**config.mk**
```make
export PLATFORM = sky130hd
export DESIGN_NAME = nibble_serial_adder
export DESIGN_NICKNAME = d
export VERILOG_FILES = /design/src/rtl/nibble_serial_adder_pkg.sv /design/src/rtl/nibble_serial_adder_cla4.sv /design/src/rtl/nibble_serial_adder.sv
export SDC_FILE = /design/constraint.sdc
export NUM_CORES = 1
export LEC_CHECK = 0
export CORE_UTILIZATION = 25
export DETAILED_ROUTE_END_ITERATION = 12
export DONT_BUFFER_PORTS = 1
export PLACE_DENSITY = 0.36
export SETUP_SLACK_MARGIN = 0.02
export SYNTH_ARGS = -nofsm -noshare
export SYNTH_HDL_FRONTEND = slang
export SYNTH_SLANG_ARGS = --single-unit
```
**constraint.sdc**
```tcl
create_clock -name clk -period 2.8 [get_ports clk]
set_input_delay 0.28 -clock clk [delete_from_list [all_inputs] [get_ports clk]]
set_output_delay 0.28 -clock clk [all_outputs]
set_load 0.02 [all_outputs]
```
**src/rtl/nibble_serial_adder_pkg.sv**
```systemverilog
// Shared types and sizing helpers for the nibble-serial adder.
// The serial datapath processes one 4-bit nibble per clock.
package nibble_serial_adder_pkg;

    typedef enum logic [1:0] {
        IDLE = 2'd0,
        RUN  = 2'd1,
        DONE = 2'd2
    } state_e;

    function automatic int nibble_count(input int width);
        return width / 4;
    endfunction

    // The nibble counter is never narrower than one bit, even for a single nibble.
    function automatic int cnt_width(input int width);
        int n;
        n = width / 4;
        return (n <= 2) ? 1 : $clog2(n);
    endfunction

endpackage

```
**src/rtl/nibble_serial_adder_cla4.sv**
```systemverilog
// Exact 4-bit carry-lookahead slice: s = a + b + c0 (low 4 bits), c4 = carry out.
module MCLA_4_c_c4 (
    input  logic [3:0] a,
    input  logic [3:0] b,
    input  logic       c0,
    output logic [3:0] s,
    output logic       c4
);

    logic [3:0] g;
    logic [3:0] p;
    logic [4:0] c;

    assign g = a & b;
    assign p = a ^ b;

    // Every carry is a flat two-level generate/propagate term, no ripple.
    assign c[0] = c0;
    assign c[1] = g[0] | (p[0] & c0);
    assign c[2] = g[1] | (p[1] & g[0]) | (p[1] & p[0] & c0);
    assign c[3] = g[2] | (p[2] & g[1]) | (p[2] & p[1] & g[0])
                | (p[2] & p[1] & p[0] & c0);
    assign c[4] = g[3] | (p[3] & g[2]) | (p[3] & p[2] & g[1])
                | (p[3] & p[2] & p[1] & g[0]) | (p[3] & p[2] & p[1] & p[0] & c0);

    assign s  = p ^ c[3:0];
    assign c4 = c[4];

endmodule

```
**src/rtl/nibble_serial_adder.sv**
```systemverilog
// Adds two WIDTH-bit operands plus carry-in over WIDTH/4 cycles through one 4-bit CLA slice.
// Handshakes: a transfer happens on a rising edge where valid and ready are both high.
module nibble_serial_adder
    import nibble_serial_adder_pkg::*;
#(
    parameter int WIDTH = 16
) (
    input  logic             clk,
    input  logic             rst_n,
    input  logic             in_valid,
    output logic             in_ready,
    input  logic [WIDTH-1:0] a,
    input  logic [WIDTH-1:0] b,
    input  logic             cin,
    output logic             out_valid,
    input  logic             out_ready,
    output logic [WIDTH-1:0] sum,
    output logic             cout,
    output logic [1:0]       state_o
);

    localparam int N  = nibble_count(WIDTH);
    localparam int CW = cnt_width(WIDTH);
    localparam logic [CW-1:0] LAST = CW'(N - 1);

    localparam logic [1:0] S_IDLE = IDLE;
    localparam logic [1:0] S_RUN  = RUN;
    localparam logic [1:0] S_DONE = DONE;

    logic [1:0]       state_q, state_d;
    logic [WIDTH-1:0] a_sh_q, a_sh_d;
    logic [WIDTH-1:0] b_sh_q, b_sh_d;
    logic [WIDTH-1:0] sum_q, sum_d;
    logic             carry_q, carry_d;
    logic [CW-1:0]    cnt_q, cnt_d;

    logic [3:0] slice_s;
    logic       slice_c4;

    MCLA_4_c_c4 u_slice (
        .a  (a_sh_q[3:0]),
        .b  (b_sh_q[3:0]),
        .c0 (carry_q),
        .s  (slice_s),
        .c4 (slice_c4)
    );

    always_comb begin
        state_d = state_q;
        a_sh_d  = a_sh_q;
        b_sh_d  = b_sh_q;
        sum_d   = sum_q;
        carry_d = carry_q;
        cnt_d   = cnt_q;
        case (state_q)
            S_IDLE: begin
                if (in_valid) begin
                    a_sh_d  = a;
                    b_sh_d  = b;
                    carry_d = cin;
                    cnt_d   = '0;
                    state_d = S_RUN;
                end
            end
            S_RUN: begin
                // New nibble enters at the top so after N shifts nibble 0 sits at the bottom.
                sum_d              = sum_q >> 4;
                sum_d[WIDTH-1 -: 4] = slice_s;
                a_sh_d             = a_sh_q >> 4;
                b_sh_d             = b_sh_q >> 4;
                carry_d            = slice_c4;
                cnt_d              = cnt_q + CW'(1);
                if (cnt_q == LAST) begin
                    state_d = S_DONE;
                end
            end
            S_DONE: begin
                if (out_ready) begin
                    state_d = S_IDLE;
                end
            end
            default: state_d = S_IDLE;
        endcase
    end

    always_ff @(posedge clk or negedge rst_n) begin
        if (!rst_n) begin
            state_q <= S_IDLE;
            a_sh_q  <= '0;
            b_sh_q  <= '0;
            sum_q   <= '0;
            carry_q <= 1'b0;
            cnt_q   <= '0;
        end else begin
            state_q <= state_d;
            a_sh_q  <= a_sh_d;
            b_sh_q  <= b_sh_d;
            sum_q   <= sum_d;
            carry_q <= carry_d;
            cnt_q   <= cnt_d;
        end
    end

    assign in_ready  = (state_q == S_IDLE);
    assign out_valid = (state_q == S_DONE);
    assign sum       = sum_q;
    assign cout      = carry_q;
    assign state_o   = state_q;

endmodule

```
==> reports/results.ini <==
[clocking]
insertion_delay_ns=0.30
cts_hold_buf=2
cts_root_buffer=clkbuf_8
cts_resized=0
clockBufferDepth=2
tritoncts=yes
cts.sinks=53
cts_buffers=5
htree_levels=2
cts_setup_buffers=0
clkSlewWorstSetupHoldPaths_ns=0.10

[power]
irDropWorstVdd_mv=0.332
leakagePower_nw=1.36
finalPower_mw=3.23
power.density_nw_per_um2=1130

[run_status]
status=finished clean

[floorplanning]
dieArea_um2=10800
start_util=0.261
ioPinCount=58
fp.dieW_um=104
core_um2=9910
rows=36
die_h_um=104

[placed_design]
place.gp.congestion=0.673
io_buffers=0
dpl.cell_count=401
hpwl_um=4000

[finish]
fin_nets=320
most-common-layout-cells=73 x nand2_1, 52 x dfrtp_1, 32 x a21oi_1, 32 x o21ai_1, 24 x and3b_1
final_common_cell=nand2_1
insertedDiodeCount=0
final_cells=411
area_growth_syn_to_layout_pct=9.95
fillers=1101
drive_gt1_frac=0.0576

[critical_path]
cpLargestDelayFamily=flip-flops
r2r_setup_slack_ns=1.16
critPathLaunchType=flop
crit_arrival_ns=1.59
cp.required_ns=2.52
path_buf_inv=1
startpoint=state_o[0]$_DFFE_PN0P_
r2r_start=state_o[1]$_DFFE_PN0P_
crit_path_max_fanout=47
crit_chain=buf_4 -> nor2_1
critical_path_class=reg -> out
cp-end-kind=output port
cp_slowest_stage_delay_ns=0.57
cpMaxStageDelayCell=dfrtp_2

[min_path]
worstHoldPathType=in -> reg
hold_start=in_valid

[sta]
period_share=0.666
slew_headroom=0.456
setup_violations=0
period_needed_ns=1.87
rsz0062_at_grt=false
slew_violations=0
clock_skew_ns=0.00846
max_freq_ghz=0.536
finalHoldViolations=0
worst_pin_slew_ns=0.814
fin_setup_tns_ns=0

[yosys]
synthesis.area_um2=2590
ys_warn_count=0
syn_nets=325
synth.ff_latch_count=53
netlist.top_cell.by_area=dfrtp_1
synthDistinctLibCells=26
synthTopCellsByArea=dfrtp_1 51%, nand2_1 11%, and3b_1 8.1%, a21oi_1 6.2%, o21ai_1 6.2%
synth_top_area_frac=0.512
synth-seq-area-share=0.512
avgSynthCellArea_um2=9.19
postSynthCellCount=282

[route]
drt-wirelength-per-cell_um=15.2
vias_per_cell=4.55
drc=0
via_count=1869
dr.pass1.iters=3
drt_iter0_markers=87
ant_nets=0
routed_wl_um=6250

[global_route]
grt_pass1_wl_um=10400
grt-ovfl-total=0
grtUsageTotal=0.121
grt_max_degree=54
antenna_found_initial=0
grt_pass1_vias=1944

[flow_run]
maxCapViolations=0

[final cells by class]
cell class | instances | area [um2] | share of cell area
inverters | 4 | 15.0 | 0.00527
repair buffers | 8 | 82.6 | 0.0290
multi-input cells | 205 | 1140 | 0.401
flip-flops and latches | 53 | 1330 | 0.466
well taps | 133 | 166 | 0.0584
clock buffers | 7 | 86.3 | 0.0303
clock inverters | 1 | 30.0 | 0.0105
[path summary, 6_finish.rpt]
| check | endpoint | depth (start not counted) |
|---|---|---|
| worst max-delay path | in_ready | 2 |
| worst min-delay path | state_o[0]$_DFFE_PN0P_ | 2 |
| worst max register to register | cout$_DFFE_PN0P_ | 3 |
| worst min register to register | b_sh_q[4]$_DFFE_PN0P_ | 2 |
| max in group asynchronous | state_o[0]$_DFFE_PN0P_ | 2 |
| min in group asynchronous | sum[6]$_DFFE_PN0N_ | 2 |
[power breakdown]
| part | internal (mW) | switching, mW |
|---|---|---|
| combinational | 0.479 | 0.712 |
| sequential | 1.09 | 0.398 |
| clock | 0.292 | 0.260 |
| total | 1.86 | 1.37 |
[through the flow]
stage / util / hold WS (ns) / setup slack, ns / instance area [um2]
CTS: 0.288 / 0.127 / 0.905 / 2850
finish: 0.288 / 0.138 / 0.935 / 2850
detailed placement: 0.272 / -0.0142 / 1.12 / 2700
global placement: 0.272 / -0.0142 / 1.14 / 2700
floorplan: - / -0.0156 / 1.29 / 2590
global route: 0.288 / 0.137 / 0.824 / 2850
[synthesized netlist by cell type (all sizes together)]
cell type and instances:
nand2b 2, inv 4, o31ai 1, nor2b 11, buf 17, a21oi 32, a211oi 2, fa 1
clkbuf 3, a22o 2, nand2 73, dfrtp 53, and3 1, and3b 24, a21o 2, a22oi 1
o31a 1, nor2 4, xor2 1, mux2i 1, o21a 1, o21ai 39, o21bai 1, ha 5
[cells by family after synthesis]
group,count (synthesis),synth area share
compound gates,82,0.175
xor+xnor,1,0.00338
fa+ha+maj,6,0.0319
buf+inv,24,0.0478
flops,53,0.512
mux,1,0.00386
simple gates,115,0.226
[registers in the layout (all words and copies together) (netlist names)]
| name | flops |
|---|---|
| a_sh_q | 16 |
| b_sh_q | 16 |
| cnt_q | 2 |
| cout | 1 |
| state_o | 2 |
| sum | 16 |
[routing by layer]
| metal | GRT usage | vias up | routed length (um) |
|---|---|---|---|
| met2 | 0.183 | 45 | 2810 |
| met5 | 0 | - | 0 |
| met3 | 0.0327 | 4 | 336 |
| met1 | 0.169 | 881 | 3060 |
| li1 | - | 939 | - |
| met4 | 0.0337 | 0 | 46 |
No activity file was read; power rests on OpenSTA's default activity.
